## src/rtl/dlfloat16_pkg.sv

```systemverilog
// Shared constants for the DLFloat16 FPU: unit-select codes, unit indices and
// exception flag bit positions.
package dlfloat16_pkg;

  localparam int NUM_UNITS  = 4;
  localparam int UNIT_IDX_W = 2;
  localparam int EXC_W      = 5;

  localparam logic [3:0] ENA_ADD = 4'b0001;
  localparam logic [3:0] ENA_MUL = 4'b0010;
  localparam logic [3:0] ENA_CMP = 4'b0100;
  localparam logic [3:0] ENA_SGN = 4'b0101;

  localparam logic [UNIT_IDX_W-1:0] UNIT_ADD = 2'd0;
  localparam logic [UNIT_IDX_W-1:0] UNIT_MUL = 2'd1;
  localparam logic [UNIT_IDX_W-1:0] UNIT_CMP = 2'd2;
  localparam logic [UNIT_IDX_W-1:0] UNIT_SGN = 2'd3;

  localparam int EXC_NV = 4;
  localparam int EXC_DZ = 3;
  localparam int EXC_OF = 2;
  localparam int EXC_UF = 1;
  localparam int EXC_NX = 0;

  typedef struct packed {
    logic                  hit;
    logic [UNIT_IDX_W-1:0] idx;
  } ena_dec_t;

  function automatic ena_dec_t decode_ena(input logic [3:0] ena);
    ena_dec_t d;
    d.hit = 1'b1;
    d.idx = UNIT_ADD;
    case (ena)
      ENA_ADD: d.idx = UNIT_ADD;
      ENA_MUL: d.idx = UNIT_MUL;
      ENA_CMP: d.idx = UNIT_CMP;
      ENA_SGN: d.idx = UNIT_SGN;
      default: d.hit = 1'b0;
    endcase
    return d;
  endfunction

endpackage

```

## src/rtl/dlfloat16_wb_fifo.sv

```systemverilog
// Synchronous result FIFO with registered storage; head entry is read straight
// from the storage array so no input-to-output combinational path exists.
module dlfloat16_wb_fifo
  import dlfloat16_pkg::*;
#(
  parameter int DEPTH = 4,
  parameter int WIDTH = 26
) (
  input  logic                       clk,
  input  logic                       rst_n,
  input  logic                       push,
  input  logic                       pop,
  input  logic [WIDTH-1:0]           din,
  output logic [WIDTH-1:0]           dout,
  output logic [$clog2(DEPTH):0]     count,
  output logic                       full,
  output logic                       empty
);

  localparam int AW = $clog2(DEPTH);
  localparam int CW = AW + 1;

  logic [WIDTH-1:0] mem [DEPTH];
  logic [AW-1:0]    wr_ptr;
  logic [AW-1:0]    rd_ptr;
  logic             do_push;
  logic             do_pop;

  assign full    = (count == CW'(DEPTH));
  assign empty   = (count == '0);
  assign do_pop  = pop & ~empty;
  // A push into a full FIFO is allowed when the head leaves in the same cycle.
  assign do_push = push & (~full | do_pop);
  assign dout    = mem[rd_ptr];

  always_ff @(posedge clk or negedge rst_n) begin
    if (!rst_n) begin
      wr_ptr <= '0;
      rd_ptr <= '0;
      count  <= '0;
      for (int unsigned i = 0; i < DEPTH; i++) mem[i] <= '0;
    end else begin
      if (do_push) begin
        mem[wr_ptr] <= din;
        wr_ptr      <= wr_ptr + 1'b1;
      end
      if (do_pop) rd_ptr <= rd_ptr + 1'b1;
      case ({do_push, do_pop})
        2'b10:   count <= count + 1'b1;
        2'b01:   count <= count - 1'b1;
        default: count <= count;
      endcase
    end
  end

endmodule

```

## src/rtl/dlfloat16_result_wb.sv

```systemverilog
// Writeback stage for the DLFloat16 execution units: follows issued ops through
// the unit latency, captures the producing unit's result and queues it for the core.
module dlfloat16_result_wb
  import dlfloat16_pkg::*;
#(
  parameter int DEPTH    = 4,
  parameter int TAG_W    = 5,
  parameter int UNIT_LAT = 1
) (
  input  logic                    clk,
  input  logic                    rst_n,
  input  logic                    issue_valid,
  output logic                    issue_ready,
  input  logic [3:0]              issue_ena,
  input  logic [TAG_W-1:0]        issue_rd,
  input  logic [NUM_UNITS*32-1:0] unit_out,
  input  logic [NUM_UNITS*5-1:0]  unit_exc,
  output logic                    wb_valid,
  input  logic                    wb_ready,
  output logic [TAG_W-1:0]        wb_rd,
  output logic [15:0]             wb_data,
  output logic [4:0]              wb_exc,
  output logic [4:0]              fflags,
  input  logic                    fflags_clr,
  output logic                    illegal_ena
);

  localparam int CW    = $clog2(DEPTH) + 1;
  localparam int OW    = CW + 1;
  localparam int WIDTH = TAG_W + 16 + EXC_W;

  logic                  pipe_v   [UNIT_LAT];
  logic [UNIT_IDX_W-1:0] pipe_idx [UNIT_LAT];
  logic [TAG_W-1:0]      pipe_rd  [UNIT_LAT];

  ena_dec_t              dec;
  logic                  fire;
  logic                  push;
  logic                  pop;
  logic [UNIT_IDX_W-1:0] exit_idx;
  logic [31:0]           slot_word;
  logic [EXC_W-1:0]      slot_exc;
  logic [WIDTH-1:0]      fifo_din;
  logic [WIDTH-1:0]      fifo_dout;
  logic [CW-1:0]         fifo_count;
  logic                  fifo_full;
  logic                  fifo_empty;
  logic [OW-1:0]         occupancy;
  logic                  unused_hi;

  assign dec  = decode_ena(issue_ena);
  assign fire = issue_valid & issue_ready;

  // Ops still in the units are counted against FIFO space, so an issue is only
  // taken when its result is guaranteed a slot; same-cycle pops are not credited.
  always_comb begin
    occupancy = OW'(fifo_count);
    for (int unsigned i = 0; i < UNIT_LAT; i++) occupancy = occupancy + OW'(pipe_v[i]);
  end
  assign issue_ready = (occupancy < OW'(DEPTH));

  always_ff @(posedge clk or negedge rst_n) begin
    if (!rst_n) begin
      for (int unsigned i = 0; i < UNIT_LAT; i++) begin
        pipe_v[i]   <= 1'b0;
        pipe_idx[i] <= '0;
        pipe_rd[i]  <= '0;
      end
      illegal_ena <= 1'b0;
    end else begin
      pipe_v[0]   <= fire & dec.hit;
      pipe_idx[0] <= dec.idx;
      pipe_rd[0]  <= issue_rd;
      for (int unsigned i = 1; i < UNIT_LAT; i++) begin
        pipe_v[i]   <= pipe_v[i-1];
        pipe_idx[i] <= pipe_idx[i-1];
        pipe_rd[i]  <= pipe_rd[i-1];
      end
      illegal_ena <= fire & ~dec.hit;
    end
  end

  assign push     = pipe_v[UNIT_LAT-1];
  assign exit_idx = pipe_idx[UNIT_LAT-1];
  assign pop      = wb_valid & wb_ready;

  always_comb begin
    slot_word = unit_out[32*int'(exit_idx) +: 32];
    slot_exc  = unit_exc[5*int'(exit_idx) +: 5];
  end
  assign unused_hi = ^slot_word[31:16];
  assign fifo_din  = {pipe_rd[UNIT_LAT-1], slot_word[15:0], slot_exc};

  dlfloat16_wb_fifo #(
    .DEPTH (DEPTH),
    .WIDTH (WIDTH)
  ) u_fifo (
    .clk   (clk),
    .rst_n (rst_n),
    .push  (push),
    .pop   (pop),
    .din   (fifo_din),
    .dout  (fifo_dout),
    .count (fifo_count),
    .full  (fifo_full),
    .empty (fifo_empty)
  );

  assign wb_valid                = ~fifo_empty;
  assign {wb_rd, wb_data, wb_exc} = fifo_dout;

  // Clear takes effect before the set from a same-cycle push.
  always_ff @(posedge clk or negedge rst_n) begin
    if (!rst_n) begin
      fflags <= '0;
    end else if (push) begin
      fflags <= (fflags_clr ? '0 : fflags) | slot_exc;
    end else if (fflags_clr) begin
      fflags <= '0;
    end
  end

  no_overflow: assert property (@(posedge clk) disable iff (!rst_n)
    !(push && fifo_full && !pop));

endmodule

```

## config.mk

```make
export PLATFORM = sky130hd
export DESIGN_NAME = dlfloat16_result_wb
export DESIGN_NICKNAME = d
export VERILOG_FILES = /design/src/rtl/dlfloat16_pkg.sv /design/src/rtl/dlfloat16_wb_fifo.sv /design/src/rtl/dlfloat16_result_wb.sv
export SDC_FILE = /design/constraint.sdc
export NUM_CORES = 1
export LEC_CHECK = 0
export BUFFER_PORTS_ARGS = -buffer_cell sky130_fd_sc_hd__clkbuf_2
export CORE_MARGIN = 3
export CORE_UTILIZATION = 55
export CTS_CLUSTER_SIZE = 24
export DETAILED_ROUTE_END_ITERATION = 12
export HOLD_SLACK_MARGIN = 0.05
export PLACE_DENSITY = 0.83
export SYNTH_ARGS = -nofsm -noshare
export SYNTH_HDL_FRONTEND = slang
export SYNTH_SLANG_ARGS = --single-unit
```

## constraint.sdc

```tcl
create_clock -name clk -period 3.8 [get_ports clk]
set_input_delay 0.19 -clock clk [delete_from_list [all_inputs] [get_ports clk]]
set_output_delay 0.19 -clock clk [all_outputs]
set_load 0.005 [all_outputs]
```

==> run summary <==
Area of the mapped netlist -> 0.00629 sq mm
Clock sinks -> 125
Routed wire per std cell -> 20.3 um
Max_cap viols -> 0
Highest Clock Rate -> 411 MHz
Grt met2 use -> 0.363
Cts bufs inserted -> 17
Met3 usage -> 0.0684
GRT Util Overall -> 0.220
Met1 usage -> 0.278
Leakage -> 0.00385 uW
Clock Latency Late Sink -> 0.42 ns
Critical Path AT -> 2.24 ns
Fill cells -> 711
Pwr Total -> 5670 uW
Pre-antenna DRT Iters -> 4
CP endpoint kind -> output port
Synth Flop Type -> dfrtp_1
Vias in the first global route -> 4143
Hold Fails Final Rpt -> 0
Number of buffers added for setup after CTS -> 0
Syn_nets -> 518
Post-DRT Antenna Nets -> 0
Dpl hpwl -> 8490 um
IO Pins -> 196
Max-slew headroom -> 0.289
Post-synth EDFFs -> 0
Core area -> 0.0110 sq mm
Gpl congestion -> 0.727
Unrepaired setup endpoints after global routing -> no
PwrDens -> 740 mW/mm^2
H-tree Lvls -> 4
Chip width -> 113 um
Wirelength, routed -> 13200 um
Drt drc -> 0
Post-Syn Instances -> 350
Maximum fanout along the worst path -> 28
First-pass GRT wire length -> 21300 um
Initial antenna violation count -> 0
CTS Buffer Depth -> 2
Std cell rows -> 38
Clock skew -> 0.00986 ns
Distinct cells, synth -> 29
Final #Nets -> 663
Crit share post-route -> 0.640
DR iter-0 viols -> 164
Register area -> 0.00313 sq mm
Die height -> 113 um
Starting density of the core -> 0.570
Share of cells above drive strength 1 -> 0.642
Fin worst setup slack -> 1.37 ns
TNS Setup -> 0 ns
Worst Path Required -> 3.61 ns
Setup Slack @ Placement -> 1.44 ns
Min cycle time layout -> 2.43 ns
Maximum VDD drop -> 0.557 mV
YS warnings -> 0
Area Overhead vs Synth -> 21.9%
Area of the multi-input gates -> 0.00290 sq mm
Endpoints failing setup -> 0
CTS tree -> built
Setup crit start kind -> flop
Die area -> 0.0128 sq mm
Setup CP Type -> flop to output port
Overflow after GRT -> 0
Clock root buffer -> clkbuf_16
FF+latch count, synth -> 125
Hold Crit Class -> primary input to flop
Status -> completed
Layer with the highest usage -> met2
Port Buffers -> 131
Syn avg cell area -> 18.0 sq um
Number of hold buffers added after cts -> 12
Post-synth ARST share -> 1.00
# resized after CTS -> 0
Routed vias/inst -> 5.67
Pin count of the biggest net entering global routing -> 70
N_diodes -> 0
Seq/Total Area, Yosys -> 0.497
Fin. max-slew vios -> 0
Slew @ Worst Pin -> 1.07 ns
Clock transition at path regs -> 0.06 ns
Via count -> 3674
[final timing paths]
check / from / end / slack, ns / cells past startpoint
max in group asynchronous: rst_n / u_fifo.mem[32] / 2.56 / 3
max: u_fifo.rd_ptr[0] / wb_exc[0] / 1.37 / 2
max reg2reg: u_fifo.count[0] / u_fifo.count[2] / 1.44 / 8
min: wb_ready / u_fifo.rd_ptr[0] / 0.16 / 3
min reg2reg: u_fifo.mem[1] / u_fifo.mem[1] / 0.50 / 1
min in group asynchronous: rst_n / u_fifo.mem[99] / 0.45 / 2
[metrics by stage]
| stage | instance area [sq um] | hold slack [ns] | utilization | instances |
|---|---|---|---|---|
| 6_report | 7670 | 0.162 | 0.695 | 648 |
| 3_3_place_gp | 6940 | 0.301 | 0.629 | 604 |
| 5_1_grt | 7670 | 0.175 | 0.695 | 648 |
| 4_1_cts | 7670 | 0.158 | 0.695 | 648 |
| 2_1_floorplan | 6290 | -0.106 | - | 350 |
| 3_5_place_dp | 6940 | 0.301 | 0.629 | 604 |
[where the power goes]
part / switching, uW / internal, uW / leakage [uW]
Sequential: 399 / 1830 / 0.00161
Combinational: 588 / 1220 / 0.00196
Clock: 590 / 1050 / 0.000287
Total: 1580 / 4100 / 0.00385
[critical path, cell delays in order (launching register included)]
cell,delay [ns]
dfrtp_2,1.03
mux4_2,0.64
clkbuf_2,0.14
[synth_stat cells (2+ instances only)]
cell | count | area [sq um]
inv_1 | 10 | 37.5
mux2_2 | 25 | 282
ha_1 | 5 | 62.6
buf_12 | 8 | 160
dfrtp_1 | 125 | 3130
xnor2_1 | 3 | 26.3
clkbuf_1 | 4 | 15.0
o21ai_0 | 5 | 25.0
xor2_1 | 3 | 26.3
mux4_2 | 47 | 1060
nor2_1 | 2 | 7.51
nand3_4 | 4 | 70.1
a21oi_1 | 2 | 10.0
buf_2 | 6 | 30.0
nand2_1 | 8 | 30.0
mux2_4 | 80 | 1200
[layer usage]
metal	routed length (um)	vias to the layer above	share of wire
li1	-	1613	-
met1	5600	1944	0.42
met2	6720	103	0.51
met3	688	14	0.052
met4	175	0	0.013
met5	0	-	0
[cells by family (layout without fill, tap and decap cells)]
logic type,after synthesis,after routing,share of synthesized area
AO/OA/AOI/OAI,10,10,0.00935
XOR/XNOR,6,6,0.00836
buffers and inverters,30,188,0.0410
adder cells (fa/ha/maj),6,6,0.0131
flip-flops,125,125,0.497
multiplexers,153,153,0.406
AND/OR/NAND/NOR,20,20,0.0253
[state kept, by name, indices dropped and copies added, names as in the netlist]
signal         cells
u_fifo.wr_ptr      2
exit_idx           2
u_fifo.mem       104
pipe_rd            5
pipe_v             1
fflags             5
u_fifo.rd_ptr      2
illegal_ena        1
u_fifo.count       3
[placed cells by master (no fill, tap or decap), types with 2 or more instances in the layout]
cell,synthesis,routed
xnor2_1,3,3
dlygate4sd3_1,0,12
mux2_2,25,25
clkinv_2,0,2
buf_4,0,3
clkinvlp_4,0,4
clkbuf_8,0,5
nor2_1,2,2
inv_1,10,10
nand2_1,8,8
dfrtp_1,125,124
mux2_4,80,80
nand3_4,4,4
clkbuf_16,0,17
mux4_2,47,47
a21oi_1,2,2
xor2_1,3,3
ha_1,5,5
bufinv_16,0,2
clkbuf_2,0,130
o21ai_0,5,5
[final cells by class]
type                    count  share of cell area
well taps                 140              0.0228
inverters                  10             0.00490
flip-flops and latches    125               0.408
clock buffers              23              0.0650
repair buffers            146               0.106
multi-input cells         195               0.379
clock inverters             9              0.0142
Power figures use the tool's default switching activity.
